--- src/rtl/param_memory_module.sv ---
// param_memory_module: single-port write-first RAM with req/ready handshake and a sequential clear engine
// Ports: clk, rst (sync, active-high), clr (start clear from IDLE), req/we/addr/in_data (access),
//        ready/busy (IDLE vs CLEAR), out_valid (one-cycle pulse per accepted access), out_data (read or write data)
module param_memory_module #(
  parameter int DATA_W = 15,
  parameter int ADDR_W = 3,
  parameter logic [DATA_W-1:0] INIT_VAL = '0
) (
  input  logic              clk,
  input  logic              rst,
  input  logic              clr,
  input  logic              req,
  input  logic              we,
  input  logic [ADDR_W-1:0] addr,
  input  logic [DATA_W-1:0] in_data,
  output logic              ready,
  output logic              busy,
  output logic              out_valid,
  output logic [DATA_W-1:0] out_data
);
  localparam int DEPTH = 2 ** ADDR_W;
  typedef enum logic {CLEAR, IDLE} state_t;
  state_t state_q, state_d;
  logic [ADDR_W-1:0] clr_ptr_q, clr_ptr_d;
  logic [DATA_W-1:0] out_data_q, out_data_d;
  logic out_valid_q, out_valid_d;
  logic [DATA_W-1:0] mem [DEPTH];
  logic mem_we;
  logic [ADDR_W-1:0] mem_addr;
  logic [DATA_W-1:0] mem_wdata;
  // The clear engine and the access path share the single array port.
  always_comb begin
    state_d = state_q;
    clr_ptr_d = clr_ptr_q;
    out_data_d = out_data_q;
    out_valid_d = 1'b0;
    mem_we = 1'b0;
    mem_addr = addr;
    mem_wdata = in_data;
    if (state_q == CLEAR) begin
      mem_we = 1'b1;
      mem_addr = clr_ptr_q;
      mem_wdata = INIT_VAL;
      clr_ptr_d = clr_ptr_q + 1'b1;
      state_d = &clr_ptr_q ? IDLE : CLEAR;
    end else if (clr) begin
      state_d = CLEAR;
      clr_ptr_d = '0;
      out_data_d = '0;
    end else if (req) begin
      out_valid_d = 1'b1;
      mem_we = we;
      out_data_d = we ? in_data : mem[addr];
    end
  end
  always_ff @(posedge clk) begin
    if (rst) begin
      state_q <= CLEAR;
      clr_ptr_q <= '0;
      out_data_q <= '0;
      out_valid_q <= 1'b0;
    end else begin
      state_q <= state_d;
      clr_ptr_q <= clr_ptr_d;
      out_data_q <= out_data_d;
      out_valid_q <= out_valid_d;
    end
  end
  always_ff @(posedge clk) begin
    if (!rst && mem_we) mem[mem_addr] <= mem_wdata;
  end
  assign ready = state_q == IDLE;
  assign busy = ~ready;
  assign out_valid = out_valid_q;
  assign out_data = out_data_q;
endmodule

--- config.mk ---
export PLATFORM = sky130hd
export DESIGN_NAME = param_memory_module
export DESIGN_NICKNAME = d
export VERILOG_FILES = /design/src/rtl/param_memory_module.sv
export SDC_FILE = /design/constraint.sdc
export NUM_CORES = 1
export LEC_CHECK = 0
export CAP_MARGIN = 10
export CORE_MARGIN = 2
export CORE_UTILIZATION = 58
export DETAILED_ROUTE_END_ITERATION = 16
export PLACE_DENSITY = 0.79
export SLEW_MARGIN = 20
export SYNTH_ARGS = -nofsm -noshare
export SYNTH_HDL_FRONTEND = slang
export SYNTH_SLANG_ARGS = --single-unit
--- constraint.sdc ---
create_clock -name clk -period 3.2 [get_ports clk]
set_clock_uncertainty 0.2 [all_clocks]
set_input_delay 0.8 -clock clk [delete_from_list [all_inputs] [get_ports clk]]
set_output_delay 0.8 -clock clk [all_outputs]
set_load 0.05 [all_outputs]
==> impl_metrics.py, run 1 <==
metrics = {
    "route": {
        "detail_route.iter0.violations": 307,
        "drtAntennaViolNets": 0,
        "drt_pass1_iterations": 4,
        "drt_drc_violations_left": 0,
        "post_drt_wl_per_cell_um": 21.52,
        "postRouteWirelength_um": 12120,
        "routed-via-count": 3381,
        "viasPerCell": 6.005,
    },
    "finish": {
        "final_cells": 563,
        "layout_commonest_cell": "sky130_fd_sc_hd__edfxtp_1",
        "insertedDiodeCount": 0,
        "drive_gt1_frac": 0.2256,
        "nNetsFinal": 442,
        "area_delta_synth_final_pct": 18.59,
        "regArea_um2": 4004,
        "multi_input_area_um2": 1683,
        "number_of_fillers_in_the_final_layout": 650,
        "most_frequent_cells_in_the_layout": "sky130_fd_sc_hd__edfxtp_1 (120), sky130_fd_sc_hd__clkdlybuf4s50_1 (38), sky130_fd_sc_hd__mux2_2 (30), sky130_fd_sc_hd__a22oi_1 (30), sky130_fd_sc_hd__buf_4 (24)",
    },
    "critical_path": {
        "critical_path_class": "reg2out",
        "worstPathCellList": "inv_1 -> clkdlybuf4s50_1",
        "critical-path-slowest-cell": "sky130_fd_sc_hd__clkdlybuf4s50_1",
        "crit_path_max_delay_family": "buffers and inverters",
        "path_buf_inv": 2,
        "worst_path_largest_cell_delay_ns": 0.82,
        "crit_required_ns": 2.20,
        "startpoint_type_of_the_worst_setup_path": "flop",
        "critical_path.endpoint_type": "output port",
        "worst-path-max-fanout": 5,
        "arrival_ns": 1.76,
    },
    "synth": {
        "synth_top_area_frac": 0.6139,
        "synth.yosys.warnings": 0,
        "synthesized_netlist_net_count": 385,
        "syn_area_per_cell_um2": 16.30,
        "synthCells": 360,
        "post-synth-top-area-cell": "sky130_fd_sc_hd__edfxtp_1",
        "ys_seq_area_frac": 0.6822,
        "post_synth_instance_area_um2": 5869,
        "netlist_top_cells_area": "sky130_fd_sc_hd__edfxtp_1 (61%), sky130_fd_sc_hd__dfxtp_1 (6.8%), sky130_fd_sc_hd__mux2_2 (5.8%)",
        "synth.ff_latch_count": 140,
        "yosysUniqueCellTypes": 34,
    },
    "status": {
        "outcome": "complete, no violations",
    },
    "clock_network": {
        "tritoncts": "done",
        "post_cts.resized_instances": 0,
        "cts_buffer_depth": 2,
        "h-tree-depth": 4,
        "clock_insertion_delay_worst_skew_ns": 0.52,
        "worst_setup_hold_path_clk_slew_ns": 0.06,
        "cts-root-buf": "sky130_fd_sc_hd__clkbuf_8",
        "post_cts_hold_buffer_count": 0,
        "post-cts-setup-buffer-count": 0,
        "cts_inserted_buffers": 17,
        "clock_sink_count": 140,
    },
    "timing": {
        "final_min_period_over_clock_period": 0.8622,
        "max_slew_margin": 0.6557,
        "max_slew.worst_pin.slew_ns": 0.5165,
        "slew_violations": 0,
        "setup_violations": 0,
        "final.setup.tns_ns": 0,
        "fin_crit_ns": 2.759,
        "hold_viol": 0,
        "maxClockFrequency_mhz": 362.5,
        "grt_setup_unrepaired": "false",
        "whs_ns": 0.3574,
    },
    "hold_path": {
        "hold_class": "reg2reg",
    },
    "power": {
        "seq_power_share": 0.502,
        "power.internal_mw": 3.204,
        "max-vdd-ir-drop_mv": 0.4810,
        "power.switching_uw": 815.4,
        "clkPwrFrac": 0.440,
        "switching_portion_of_total_power": 0.2029,
        "leakagePower_nw": 2.361,
        "combPwrFrac": 0.058,
        "power-per-cell-area_nw_per_um2": 577.4,
    },
    "floorplanning": {
        "dieArea_um2": 10940,
        "floorplan.initialDensity": 0.5977,
        "dieWidth_um": 104.6,
        "row_count": 36,
        "boundaryPins": 41,
        "floorplan.die.height_um": 104.6,
        "core_region_area_um2": 9819,
    },
    "placed_design": {
        "routability_congestion": 0.7852,
        "buffer_ports.inserted": 40,
        "place_inst": 531,
        "post-dp-hpwl_um": 7417,
    },
    "run": {
        "max_cap_viol_count": 0,
    },
    "global_routing": {
        "gr-total-overflow": 0,
        "global_route.usage.total": 0.2403,
        "grt_start_max_net_pins": 34,
        "antenna_violations_before_repair": 0,
        "number_of_global_route_vias_before_repair": 3479,
        "first_pass_grt_wire_length_um": 19240,
    },
}
[layout make-up]
class | count | share of cell area
Multi-Input combinational cell | 192 | 0.2418
Inverter | 3 | 0.001618
Timing Repair Buffer | 63 | 0.08125
Sequential cell | 140 | 0.5752
Clock buffer | 21 | 0.06166
Clock inverter | 11 | 0.01456
Tap cell | 133 | 0.02391
[synthesized netlist by cell type]
cell,count
sky130_fd_sc_hd__nor3_1,1
sky130_fd_sc_hd__mux4_1,6
sky130_fd_sc_hd__inv_1,3
sky130_fd_sc_hd__mux4_2,9
sky130_fd_sc_hd__edfxtp_1,120
sky130_fd_sc_hd__mux2_2,30
sky130_fd_sc_hd__nand3b_1,1
sky130_fd_sc_hd__ha_1,2
sky130_fd_sc_hd__a22oi_1,30
sky130_fd_sc_hd__nor3b_1,2
sky130_fd_sc_hd__and3b_1,2
sky130_fd_sc_hd__a211o_1,1
sky130_fd_sc_hd__nor2b_1,4
sky130_fd_sc_hd__dfxtp_1,20
sky130_fd_sc_hd__a311oi_1,6
sky130_fd_sc_hd__clkbuf_2,1
sky130_fd_sc_hd__o21ai_0,1
sky130_fd_sc_hd__a21oi_1,19
sky130_fd_sc_hd__nor2_1,12
sky130_fd_sc_hd__a311oi_2,9
sky130_fd_sc_hd__nand2_1,18
sky130_fd_sc_hd__mux2i_1,1
sky130_fd_sc_hd__clkbuf_1,4
sky130_fd_sc_hd__buf_6,6
sky130_fd_sc_hd__a2bb2oi_1,2
sky130_fd_sc_hd__o211ai_1,1
sky130_fd_sc_hd__and2_1,17
sky130_fd_sc_hd__buf_4,1
sky130_fd_sc_hd__nand2b_1,15
sky130_fd_sc_hd__a31oi_1,1
sky130_fd_sc_hd__o21ai_1,1
sky130_fd_sc_hd__buf_2,12
sky130_fd_sc_hd__nand3_1,1
sky130_fd_sc_hd__buf_12,1
[power groups by stage]
stage	logic, mW	registers, mW	clock network [mW]
2_1_floorplan	0.155	2.05	0
5_1_grt	0.254	2.02	1.88
6_report	0.235	2.02	1.77
4_1_cts	0.236	2.02	1.80
3_5_place_dp	0.234	2.05	0
3_3_place_gp	0.230	2.05	0
[metrics by stage]
step	util	instance area [µm²]	total power [mW]	setup WS [ns]
2_1_floorplan	-	5869	2.206	0.3942
3_3_place_gp	0.6548	6430	2.282	0.4226
3_5_place_dp	0.6548	6430	2.288	0.3907
4_1_cts	0.7088	6960	4.053	0.4045
5_1_grt	0.7088	6960	4.151	0.3504
6_report	0.7088	6960	4.019	0.4410
[state kept, by name, summed over array words and instances, names as in the netlist]
signal	flops
mem	120
out_data	15
clr_ptr_q	3
out_valid	1
ready	1
[worst register-to-register path, stage by stage, from the launching register on]
cell,delay [ns]
sky130_fd_sc_hd__dfxtp_1,0.32
sky130_fd_sc_hd__buf_4,0.33
sky130_fd_sc_hd__mux2i_1,0.30
sky130_fd_sc_hd__o211ai_1,0.22
sky130_fd_sc_hd__nor2_1,0.24
sky130_fd_sc_hd__buf_4,0.26
[cells by family (layout without fill, tap and decap cells)]
group,count (synthesis),in the layout,share of synthesized area
AND/OR/NAND/NOR,73,73,0.06608
AO/OA/AOI/OAI,71,71,0.09508
buffers and inverters,28,98,0.03176
adder cells (fa/ha/maj),2,2,0.004263
multiplexers,46,46,0.1207
flip-flops,140,140,0.6822
[final timing paths]
kind,from,to,slack (ns),depth (start not counted)
max,ready,busy,0.44,2
min,clr_ptr_q[0],clr_ptr_q[0],0.36,2
max reg2reg,ready,mem[2][5],1.02,5
min reg2reg,clr_ptr_q[0],clr_ptr_q[0],0.36,2
[routing by layer]
| layer | vias up | routed length, µm | global-route usage |
|---|---|---|---|
| met3 | 10 | 906 | 0.06675 |
| met1 | 1708 | 4854 | 0.3223 |
| met5 | - | 0 | 0 |
| met4 | 0 | 107 | 0.06571 |
| li1 | 1539 | - | - |
| met2 | 124 | 6249 | 0.3912 |
(Power assumes the default switching activity.)
==> run 2, diff against run 1 <==
- SLEW_MARGIN: 20 -> unset
==> results of run 2 <==
The final DEF is identical to that of run 1; final timing and power are the same.
==> run 3, diff against run 2 <==
- CORE_UTILIZATION: 58 -> 63
- CTS_CLUSTER_SIZE: unset -> 12
- PLACE_DENSITY: 0.79 -> 0.85
- clock period: 3.2 -> 3.4 ns (I/O delays scaled with it)
==> run 3 against run 2 <==
Global-route usage rose by 4.5 points. Register-to-register slack got worse by 0.24 ns. Highest routed layer unchanged. Critical endpoint unchanged. Routed wire length rose by 8.9%.
==> impl_metrics.py, run 3 (synthesis results as in run 1) <==
metrics = {
    "clock_network": {
        "cts_inserted_buffers": 17,
        "clock_insertion_delay_worst_skew_ns": 0.52,
        "h-tree-depth": 4,
        "post_cts_hold_buffer_count": 0,
        "tritoncts": "done",
        "post_cts.resized_instances": 0,
        "cts_buffer_depth": 2,
        "cts-root-buf": "sky130_fd_sc_hd__clkbuf_8",
        "post-cts-setup-buffer-count": 0,
        "clock_sink_count": 140,
        "worst_setup_hold_path_clk_slew_ns": 0.06,
    },
    "global_routing": {
        "grt_start_max_net_pins": 42,
        "global_route.usage.total": 0.2858,
        "groute.layer.met3.usage": 0.07559,
        "first_pass_grt_wire_length_um": 20510,
        "grt_busiest_layer": "met2",
        "met2_usage": 0.4512,
        "antenna_violations_before_repair": 0,
        "number_of_global_route_vias_before_repair": 3700,
        "gr-total-overflow": 0,
        "grt_util_met1": 0.3794,
    },
    "power": {
        "leakagePower_nw": 2.440,
        "total_power_mw": 4.146,
        "power-per-cell-area_nw_per_um2": 585.1,
        "max-vdd-ir-drop_mv": 0.3526,
    },
    "floorplanning": {
        "dieWidth_um": 100.5,
        "core_region_area_um2": 9153,
        "row_count": 35,
        "boundaryPins": 41,
        "dieArea_um2": 10100,
        "floorplan.die.height_um": 100.5,
        "floorplan.initialDensity": 0.6413,
    },
    "critical_path": {
        "worst-path-max-fanout": 12,
        "crit_required_ns": 2.35,
        "arrival_ns": 2.12,
        "critical_path.endpoint_type": "output port",
        "critical_path_class": "reg2out",
        "startpoint_type_of_the_worst_setup_path": "flop",
    },
    "finish": {
        "layout_commonest_cell": "sky130_fd_sc_hd__edfxtp_1",
        "max_reg_flops": 120,
        "number_of_fillers_in_the_final_layout": 481,
        "largest_register": "mem",
        "regArea_um2": 4004,
        "multi_input_area_um2": 1683,
        "area_delta_synth_final_pct": 20.72,
        "most_frequent_cells_in_the_layout": "sky130_fd_sc_hd__edfxtp_1 (120), sky130_fd_sc_hd__clkdlybuf4s50_1 (39), sky130_fd_sc_hd__mux2_2 (30), sky130_fd_sc_hd__a22oi_1 (30), sky130_fd_sc_hd__buf_4 (25)",
        "nNetsFinal": 445,
        "insertedDiodeCount": 0,
        "final_core_utilization": 0.7742,
        "final_cells": 544,
        "drive_gt1_frac": 0.2471,
    },
    "timing": {
        "slew_violations": 0,
        "final_min_period_over_clock_period": 0.9328,
        "max_slew_margin": 0.6307,
        "max_slew.worst_pin.slew_ns": 0.5523,
        "grt_setup_unrepaired": "false",
        "setup_violations": 0,
        "maxClockFrequency_mhz": 315.3,
        "whs_ns": 0.3689,
        "hold_viol": 0,
        "fin_crit_ns": 3.172,
        "final.setup.tns_ns": 0,
    },
    "status": {
        "outcome": "complete, no violations",
    },
    "run": {
        "max_cap_viol_count": 0,
    },
    "route": {
        "detail_route.iter0.violations": 430,
        "drt_drc_violations_left": 0,
        "routed-via-count": 3623,
        "drt_pass1_iterations": 6,
        "post_drt_wl_per_cell_um": 24.26,
        "drtAntennaViolNets": 0,
        "postRouteWirelength_um": 13200,
        "viasPerCell": 6.660,
    },
    "placed_design": {
        "post-dp-hpwl_um": 7754,
        "routability_congestion": 0.8697,
        "buffer_ports.inserted": 40,
        "place_inst": 512,
    },
    "hold_path": {
        "hold_class": "reg2reg",
    },
}
-- run 3: cell count changes in the layout (fill, tap and decap cells not counted), sizes merged --
cell,change
inv,+7
clkdlybuf4s50,+1
buf,+2
clkinvlp,-1
clkbuf,-4
clkinv,-5
bufinv,+3
-- run 3: worst max-delay path, stage by stage, from the launching register on --
cell                              delay [ns]
sky130_fd_sc_hd__dfxtp_1                0.64
sky130_fd_sc_hd__inv_1                  0.21
sky130_fd_sc_hd__clkdlybuf4s50_1        0.75
-- run 3: per-layer routing --
layer / up-vias / part of all wire
met5: - / 0
met4: 0 / 0.035
met3: 43 / 0.090
met2: 246 / 0.50
met1: 1784 / 0.37
li1: 1550 / -
-- run 3: power by group --
group          internal (mW)  leakage (nW)  total [mW]  switching, mW
registers               1.89          1.31        1.90         0.0143
clock network           1.28         0.318        2.01          0.732
logic                  0.107         0.812       0.232          0.125
total                   3.27          2.44        4.15          0.872
-- run 3: layout make-up --
class                           instances  share of cell area
Clock buffer                           17             0.05845
Tap cell                              111             0.01960
Inverter                                3            0.001589
Multi-Input combinational cell        192              0.2375
Clock inverter                         15             0.03267
Sequential cell                       140              0.5651
Timing Repair Buffer                   66             0.08511
-- run 3: per-stage QoR --
stage | cell area, µm² | worst slack [ns]
CTS | 7086 | 0.2117
global route | 7086 | 0.1381
finish | 7086 | 0.2284
global placement | 6440 | 0.5544
detailed placement | 6440 | 0.5450
floorplan | 5869 | 0.5442
-- run 3: final timing paths --
kind,startpoint,to,slack [ns],cells after the start
max reg2reg,ready,mem[2][0],0.78,5
min,clr_ptr_q[0],clr_ptr_q[0],0.37,2
min reg2reg,clr_ptr_q[0],clr_ptr_q[0],0.37,2
max,ready,busy,0.23,2
